[config.mk]
export PLATFORM = sky130hd
export DESIGN_NAME = raizing_gfx_rom_responder
export DESIGN_NICKNAME = d
export VERILOG_FILES = /design/src/rtl/raizing_gfx_pkg.sv /design/src/rtl/raizing_gfx_arb.sv /design/src/rtl/raizing_gfx_rom_responder.sv
export SDC_FILE = /design/constraint.sdc
export NUM_CORES = 1
export LEC_CHECK = 0
export BUFFER_PORTS_ARGS = -buffer_cell sky130_fd_sc_hd__buf_2
export CAP_MARGIN = 20
export CORE_ASPECT_RATIO = 0.6
export CORE_MARGIN = 10
export CORE_UTILIZATION = 55
export DETAILED_ROUTE_END_ITERATION = 10
export HOLD_SLACK_MARGIN = 0.02
export PLACE_DENSITY_LB_ADDON = 0.2
export SYNTH_ARGS = -nofsm -noshare
export SYNTH_HDL_FRONTEND = slang
export SYNTH_SLANG_ARGS = --single-unit
[constraint.sdc]
create_clock -name clk -period 9.5 [get_ports clk]
set_clock_uncertainty 0.2 [all_clocks]
set_input_delay 1.425 -clock clk [delete_from_list [all_inputs] [get_ports clk]]
set_output_delay 1.425 -clock clk [all_outputs]
set_load 0.01 [all_outputs]
[src/rtl/raizing_gfx_pkg.sv]
// Shared types and default widths for the two-channel graphics ROM responder.
package raizing_gfx_pkg;
  localparam int ADDR_W_DEF = 22;
  localparam int DATA_W_DEF = 32;

  typedef enum logic [1:0] {IDLE, ISSUE, WAIT} state_t;
endpackage

[src/rtl/raizing_gfx_arb.sv]
// Two-way request arbiter: a lone pending channel always wins, a tie goes to prio.
module raizing_gfx_arb (
  input  logic [1:0] pending,
  input  logic       prio,
  output logic       grant,
  output logic       grant_vld
);
  assign grant_vld = |pending;
  assign grant     = (&pending) ? prio : pending[1];
endmodule

[src/rtl/raizing_gfx_rom_responder.sv]
// Two graphics channels sharing one memory read port, each with a one-word cache.
// Define RAIZING_GFX_ROUNDROBIN_EN to alternate priority on every fill; otherwise channel 0 wins ties.
module raizing_gfx_rom_responder
  import raizing_gfx_pkg::*;
#(
  parameter int ADDR_W = ADDR_W_DEF,
  parameter int DATA_W = DATA_W_DEF
) (
  input  logic              clk,
  input  logic              reset,
  input  logic [1:0]        gfx_cs,
  input  logic [ADDR_W-1:0] gfx0_addr,
  input  logic [ADDR_W-1:0] gfx1_addr,
  output logic [1:0]        gfx_ok,
  output logic [DATA_W-1:0] gfx0_dout,
  output logic [DATA_W-1:0] gfx1_dout,
  output logic [ADDR_W-1:0] mem_addr,
  output logic              mem_rd,
  input  logic [DATA_W-1:0] mem_din,
  input  logic              mem_rdy
);
  state_t                   state;
  logic                     grant, grant_vld, grant_q, prio;
  logic [1:0]               valid, pending;
  logic [1:0][ADDR_W-1:0]   addr, tag;
  logic [1:0][DATA_W-1:0]   data;

  assign addr      = {gfx1_addr, gfx0_addr};
  assign gfx_ok[0] = gfx_cs[0] & valid[0] & (addr[0] == tag[0]);
  assign gfx_ok[1] = gfx_cs[1] & valid[1] & (addr[1] == tag[1]);
  assign pending   = gfx_cs & ~gfx_ok;
  assign gfx0_dout = data[0];
  assign gfx1_dout = data[1];

  raizing_gfx_arb u_arb (
    .pending   (pending),
    .prio      (prio),
    .grant     (grant),
    .grant_vld (grant_vld)
  );

  // The fill writes tag from mem_addr, not the live channel address, so an
  // address change mid-read leaves the channel missing and it re-requests.
  always_ff @(posedge clk or posedge reset) begin
    if (reset) begin
      state    <= IDLE;
      mem_rd   <= 1'b0;
      mem_addr <= '0;
      grant_q  <= 1'b0;
      prio     <= 1'b0;
      valid    <= '0;
      tag      <= '0;
      data     <= '0;
    end else begin
      case (state)
        IDLE: if (grant_vld) begin
          grant_q  <= grant;
          mem_addr <= addr[grant];
          mem_rd   <= 1'b1;
          state    <= ISSUE;
        end
        ISSUE: begin
          mem_rd <= 1'b0;
          state  <= WAIT;
        end
        WAIT: if (mem_rdy) begin
          data[grant_q]  <= mem_din;
          tag[grant_q]   <= mem_addr;
          valid[grant_q] <= 1'b1;
`ifdef RAIZING_GFX_ROUNDROBIN_EN
          prio           <= ~prio;
`endif
          state          <= IDLE;
        end
        default: state <= IDLE;
      endcase
    end
  end
endmodule

# Yosys cells after proc, flatten, opt, wreduce, memory -nomap -nowiden
# Cells that the tools add are included.
# W data, S select, Z words.
[word_totals]
wordCells = 50
mem_bits_ro = 0
inputBits = 81
latchBits = 0
mem_count = 0
register_bits = 136
ram_bits = 0
[op_classes]
n_eq_ne = 6
div = 0
add_sub_neg = 0
n_bitwise = 7
multipliers = 0
shift = 0
magnitude_cmp = 3
reduce_logical = 9
n_mux = 16
[op_table]
columns = ["cell", "n"]
rows = [
  ["$mux W22", 3],
  ["$bwmux W64", 1],
  ["$bwmux W44", 1],
  ["$eq A22 B22 Y1", 2],
  ["$demux W32 S1", 1],
  ["$mux W32", 1],
  ["$demux W22 S1", 1],
  ["$reduce_and A2 Y1", 5],
  ["$pmux W2 S3", 1],
  ["$and A1 B1 Y1", 4],
  ["$lt A1 B2 Y1 const B", 2],
  ["$mux W2", 2],
  ["$ne A2 B2 Y1 const B", 2],
  ["$mux W1", 3],
  ["$and A2 B2 Y2", 1],
  ["$eq A2 B1 Y1 const B", 1],
  ["$eq A2 B2 Y1 const B", 1],
  ["$logic_not A2 Y1", 1],
  ["$not A2 Y2", 1],
  ["$or A2 B2 Y2", 1],
  ["$pmux W1 S2", 1],
  ["$reduce_bool A2 Y1", 1],
  ["$reduce_or A2 Y1", 1],
  ["$demux W1 S1", 1],
  ["other kinds (2)", 2],
]

# Logic depth before layout (Yosys ltp)
# Gate-level depths: netlist of the first run.
[depth]
word_depth = 8
mapped_depth = 8
depth_no_buf = 7

# By module
# Synthesis of the first run repeated with hierarchy kept, for this count alone.
[unflattened]
hier_cells = 410
area_unflattened_um2 = 5840.6
[modules_own_cells]
columns = ["mod", "n_inst", "seq_area_each_um2", "area_each_um2", "cells_per_inst"]
rows = [
  ["raizing_gfx_rom_responder", 1, 3403.3, 5823.1, 407],
  ["raizing_gfx_arb", 1, 0.0, 17.5, 3],
]

# Least setup slack after synthesis of the first run
# OpenSTA, ideal clock, no wires.
[synth_path]
path_kind = "input -> output"
start = "input port gfx1_addr[15]"
end = "output port gfx_ok[1]"
stages = 5
setup_slack_ns = 5.194
t_arrival_ns = 2.681
path_buffers = 0
cell_sequence = "xor2_1 -> or4_1 -> nor4_2 -> nand2_1 -> inv_1"
[synth_via]
elab_chain_len = 2
[synth_rtl]
columns = ["element", "line", "text"]
rows = [
  ["start, declared", "raizing_gfx_rom_responder.sv:13", "input logic [ADDR_W-1:0] gfx1_addr,"],
  ["$eq A22 B22 Y1", "raizing_gfx_rom_responder.sv:30", "assign gfx_ok[1] = gfx_cs[1] & valid[1] & (addr[1] == tag[1]);"],
  ["$and A1 B1 Y1", "raizing_gfx_rom_responder.sv:30", ""],
  ["end, declared", "raizing_gfx_rom_responder.sv:14", "output logic [1:0] gfx_ok,"],
]
# No other way between the ends.

# Final worst setup path of the first run
# Ends and elaborated chain as after synthesis.

==> flow_metrics.env, run 1 <==
export IMPL_yosys_area_top_type_share=0.5904
export IMPL_finalHoldViolCount=0
export IMPL_vdd_drop_max_uv=202.7
export IMPL_cts_root_buf="clkbuf_16"
export IMPL_cp_required_ns=7.88
export IMPL_hpwl_um=11440
export IMPL_cts_tree="yes"
export IMPL_path_class="primary input to primary output"
export IMPL_grt_overflow=0
export IMPL_avgSynthCellArea_um2=12.56
export IMPL_hold_path_class="flop to flop"
export IMPL_clk_pin_slew_ns=0.06
export IMPL_arrival_ns=2.97
export IMPL_yosysMostFrequentCell="dfrtp_1"
export IMPL_synth_cell_types=28
export IMPL_drc=0
export IMPL_syn_to_final_growth_pct=28.33
export IMPL_cts_buffer_depth=2
export IMPL_post_route_min_period_ns=4.599
export IMPL_grt_usage=0.2055
export IMPL_netlist_top_cells_count="136 x dfrtp_1, 86 x mux2_2, 70 x inv_1, 32 x xnor2_1, 27 x nand2_1"
export IMPL_dieArea_um2=15110
export IMPL_io_pins=170
export IMPL_die_h_um=99.30
export IMPL_htree_levels=4
export IMPL_layout_nets=716
export IMPL_rsz0062_at_grt="no"
export IMPL_fmax_mhz=217.4
export IMPL_cts_hold_buf=0
export IMPL_num_rows=28
export IMPL_gp_congestion=0.8340
export IMPL_max_slew_margin=0.2485
export IMPL_cts_resized=0
export IMPL_crit_path_start_kind="primary input"
export IMPL_vias=4268
export IMPL_postCtsSetupBuffers=0
export IMPL_worst_path_max_fanout=2
export IMPL_insertion_delay_ns=0.41
export IMPL_finalSetupTns_ns=0
export IMPL_antenna_found_initial=0
export IMPL_tightest_slew_ns=1.124
export IMPL_netlist_instances=459
export IMPL_ys_flop_type="dfrtp_1"
export IMPL_cts_sinks=136
export IMPL_status="finished, final reports clean"
export IMPL_endpoint_kind="primary output"
export IMPL_synth_edf_count=0
export IMPL_syn_area_um2=5764
export IMPL_final_area_um2=7397
export IMPL_wirelength_um=15690
export IMPL_cellLeakagePower_uw=0.003663
export IMPL_dr_pass1_iters=8
export IMPL_async_flop_share=1.000
export IMPL_diodes=0
export IMPL_ant_nets=0
export IMPL_drv_cap=0
export IMPL_via_per_inst=5.451
export IMPL_fin_util=0.7357
export IMPL_grt_max_degree=87
export IMPL_grt_pass1_wl_um=24830
export IMPL_yosysTopAreaCell="dfrtp_1"
export IMPL_place_area_um2=6744
export IMPL_ys_top_cells_by_area="dfrtp_1 59%, mux2_2 17%, xnor2_1 4.9%"
export IMPL_port_buffers=169
export IMPL_numCtsBuffers=17
export IMPL_fin_crit_sh=0.4842
export IMPL_fp_dieW_um=152.2
export IMPL_avgRoutedWirePerCell_um=20.03
export IMPL_synthesis_nets=540
export IMPL_start_util=0.5733
export IMPL_pre_cts_ws_ns=4.896
export IMPL_ys_seq_elements=136
export IMPL_seq_area_frac_synth=0.5904
export IMPL_fin_ws_ns=4.901
export IMPL_core_um2=10050
export IMPL_maxSlewViolCount=0
export IMPL_yosys_warnings=1
export IMPL_p_per_area_nw_per_um2=354.3
export IMPL_finalPower_uw=2621
export IMPL_final_layout_size_suffix_gt1_frac=0.4676
export IMPL_grt_pass1_vias=4706
export IMPL_drt_initial_drc_count=465
export IMPL_setup_violations=0
## final cells by class
cell class              count  area, um^2
flip-flops and latches    136        3403
fillers                   713        2658
multi-input cells         232        2004
repair buffers            177       925.9
clock buffers              21       480.5
inverters                  71       269.0
well taps                 135       168.9
clock inverters            11       145.1
## per-stage QoR
stage,instances,hold slack (ns)
3_5_place_dp,750,0.2590
4_1_cts,782,0.2734
2_1_floorplan,459,0.2350
3_3_place_gp,750,0.2535
6_report,783,0.2708
5_1_grt,783,0.3024
## kinds of logic after synthesis
family / after synthesis / share of synthesized area
xor gates and xnor gates: 44 / 0.06685
buffers and inverters: 91 / 0.06273
AOI/OAI and AO/OA: 49 / 0.06664
DFF: 136 / 0.5904
and+or+nand+nor: 53 / 0.04537
muxes: 86 / 0.1680
## worst max-delay path, stage by stage
cell,delay (ns)
buf_2,0.11
xor2_1,0.17
or4_1,0.54
nor4_2,0.36
nand2_1,0.17
inv_1,0.08
buf_2,0.13
## metal layers
| layer | vias to the layer above | GRT usage | wire length, um |
|---|---|---|---|
| met2 | 225 | 0.3217 | 7183 |
| li1 | 1908 | - | - |
| met4 | 0 | 0.06927 | 207 |
| met1 | 2114 | 0.2655 | 6795 |
| met5 | - | 0 | 0 |
| met3 | 21 | 0.06710 | 1501 |
## placed cells by master (no fill, tap or decap), types with 3 or more instances in the layout
cell and instances:
clkinv_2 3, clkbuf_8 4, o21ai_0 23, nand2_1 27, buf_4 7, nor2_1 3
mux2_2 86, bufinv_16 3, buf_2 169, clkinvlp_4 3, nand4_1 8, nand2b_1 3
a222oi_1 22, xnor2_1 32, inv_1 69, nand3_1 4, xor2_1 12, clkbuf_16 17
dfrtp_1 136
## final timing paths
check,startpoint,end,slack (ns),depth (start not counted)
min in group asynchronous,reset,gfx1_dout[2],0.90,2
min,valid[1],valid[1],0.27,1
max reg2reg,tag[37],mem_addr[12],6.25,6
min reg2reg,valid[1],valid[1],0.27,1
max,gfx1_addr[15],gfx_ok[1],4.90,7
max in group asynchronous,reset,tag[34],7.02,4
## state kept, by name, indices dropped and copies added, names as in the netlist
signal     count
gfx0_dout     32
mem_addr      22
grant_q        1
state          2
valid          2
mem_rd         1
tag           44
gfx1_dout     32
## power breakdown
part	total (uW)	internal [uW]	switching [uW]
combinational	901	431	470
sequential	1040	863	175
clock	681	440	241
total	2620	1730	886
Power figures use the tool's default switching activity.
==> run 2, diff against run 1 <==
CORE_UTILIZATION = 47   (was 55)
clock period = 4.1 ns   (was 9.5 ns; I/O delays follow)
==> run 2 against run 1 <==
Net effect: die area grew 14%; cell count grew 4.3%; critical endpoint unchanged; largest cell class unchanged; setup slack worse by 3.8 ns; largest power group unchanged; worst hold slack lost 0.034 ns; critical path depth shrank 1; register-to-register slack got worse by 4.8 ns; sequential power increased by 130%; core utilization down 12 points; power increased by 130%; count of clock-buffer cells in the layout down 2; highest routed layer unchanged.
==> flow_metrics.env, run 2 (synthesis results as in run 1) <==
export IMPL_gr_max_usage_layer="met2"
export IMPL_use_met3=0.06954
export IMPL_layout_nets=720
export IMPL_drv_cap=0
export IMPL_grt_overflow=0
export IMPL_wirelength_um=15560
export IMPL_finalSetupTns_ns=0
export IMPL_cpPeakStageDelay_ns=0.53
export IMPL_final_cell_mix="169 x buf_2, 136 x dfrtp_1, 86 x mux2_2, 69 x inv_1, 32 x xnor2_1"
export IMPL_numCtsBuffers=17
export IMPL_dieArea_um2=17240
export IMPL_via_per_inst=5.097
export IMPL_reg2reg_from="tag[37]"
export IMPL_fp_dieW_um=163.0
export IMPL_htree_levels=4
export IMPL_vdd_drop_max_uv=329.3
export IMPL_post_route_min_period_ns=3.006
export IMPL_cts_root_buf="clkbuf_16"
export IMPL_endpoint_kind="primary output"
export IMPL_dr_pass1_iters=6
export IMPL_num_rows=31
export IMPL_grt_pass1_vias=4515
export IMPL_cp_top_family="simple AND/OR/NAND/NOR gates"
export IMPL_ant_nets=0
export IMPL_maxSlewViolCount=0
export IMPL_path_class="flop to primary output"
export IMPL_crit_slowest_cell="or4_1"
export IMPL_layout_commonest_cell="buf_2"
export IMPL_clk_pin_slew_ns=0.06
export IMPL_p_per_area_nw_per_um2=809.4
export IMPL_avgRoutedWirePerCell_um=19.05
export IMPL_die_h_um=105.8
export IMPL_status="finished, final reports clean"
export IMPL_io_pins=170
export IMPL_grt_usage=0.1818
export IMPL_top_register="tag"
export IMPL_gp_congestion=0.8345
export IMPL_place_inst=783
export IMPL_max_slew_margin=0.5670
export IMPL_final_layout_size_suffix_gt1_frac=0.4678
export IMPL_grt_use_met1=0.2458
export IMPL_worst_path_max_fanout=2
export IMPL_cts_sinks=136
export IMPL_r2r_slack_ns=1.45
export IMPL_cellLeakagePower_uw=0.003657
export IMPL_fin_crit_sh=0.7333
export IMPL_finalHoldViolCount=0
export IMPL_hold_start="mem_rdy"
export IMPL_insertion_delay_ns=0.40
export IMPL_rsz0062_at_grt="no"
export IMPL_path_buf_inv=2
export IMPL_grt_max_degree=64
export IMPL_r2r_end="mem_addr[20]"
export IMPL_vias=4164
export IMPL_hpwl_um=11390
export IMPL_fmax_mhz=332.6
export IMPL_start_util=0.4794
export IMPL_whs_path_depth=2
export IMPL_drc=0
export IMPL_core_um2=12020
export IMPL_largest_reg_flops=44
export IMPL_syn_to_final_growth_pct=29.43
export IMPL_crit_path_start_kind="flop"
export IMPL_whs_endpoint="state[1]"
export IMPL_cts_tree="yes"
export IMPL_tightest_slew_ns=0.6495
export IMPL_gr_usage_met2=0.2603
export IMPL_cp_num_cells=6
export IMPL_cp_required_ns=3.28
export IMPL_postCtsSetupBuffers=0
export IMPL_cts_buffer_depth=2
export IMPL_diodes=0
export IMPL_hold_path_class="primary input to flop"
export IMPL_port_buffers=169
export IMPL_grt_pass1_wl_um=24850
export IMPL_crit_chain="xor2_1 -> or4_1 -> nor4_2 -> nand2_1 -> inv_1 -> buf_2"
export IMPL_arrival_ns=2.19
export IMPL_reg2reg_depth=7
export IMPL_antenna_found_initial=0
export IMPL_instances_no_fill=817
export IMPL_drt_initial_drc_count=326
export IMPL_setup_violations=0
[run 2: cell count changes in the layout (fill, tap and decap cells not counted), sizes merged]
cell	change
clkinv	-4
inv	+2
clkbuf	-2
dlygate4sd3	+1
clkinvlp	+4
buf	+3
[run 2: final cells by class]
type | count | area [um^2]
Tap cell | 165 | 206.4
Sequential cell | 136 | 3403
Fill cell | 976 | 4563
Clock buffer | 19 | 442.9
Inverter | 71 | 270.3
Clock inverter | 13 | 170.2
Timing Repair Buffer | 181 | 963.4
Multi-Input combinational cell | 232 | 2004
[run 2: worst max path at each step]
stage,slack (ns),end,startpoint
after global routing,0.92,gfx_ok[1],tag[32]
final,1.09,gfx_ok[1],tag[37]
after CTS,1.06,gfx_ok[1],tag[37]
after detailed placement,1.11,mem_addr[11],gfx1_addr[15]
after floorplan,1.41,gfx_ok[1],gfx1_addr[15]
after global placement,1.13,mem_addr[14],gfx1_addr[15]
[run 2: timing repair]
item	4_1_cts	5_1_grt
endpoints found under the hold margin	0	6
hold buffers	0	1
gates resized for setup	0	0
[run 2: routing by layer]
layer  up-vias  wire (um)
met5         -          0
met4         0        246
met3        22       1481
met2       167       6768
met1      2068       7067
li1       1907          -
[run 2: report_power, final]
group	switching, uW	internal, uW	total (uW)
sequential	403	2000	2400
clock	589	980	1570
combinational	1060	1010	2070
total	2050	3990	6040
[run 2: stage by stage]
stage	setup slack [ns]	power [uW]	hold WS [ns]	area [um^2]	utilization
after floorplan	1.414	3605	0.2350	5768	-
after global placement	1.131	4412	0.2535	6818	0.5670
after detailed placement	1.107	4503	0.2559	6818	0.5670
after CTS	1.065	6100	0.2231	7431	0.6180
after global routing	0.9203	6423	0.2440	7461	0.6205
final	1.094	6039	0.2366	7461	0.6205
[run 2: worst reg2reg max path: stages (launching register included)]
cell and delay [ns]:
dfrtp_1 0.38, xor2_1 0.16, or4_1 0.53, nor4_2 0.36, nand2_1 0.16, a211oi_4 0.24, buf_4 0.32, a222oi_1 0.16
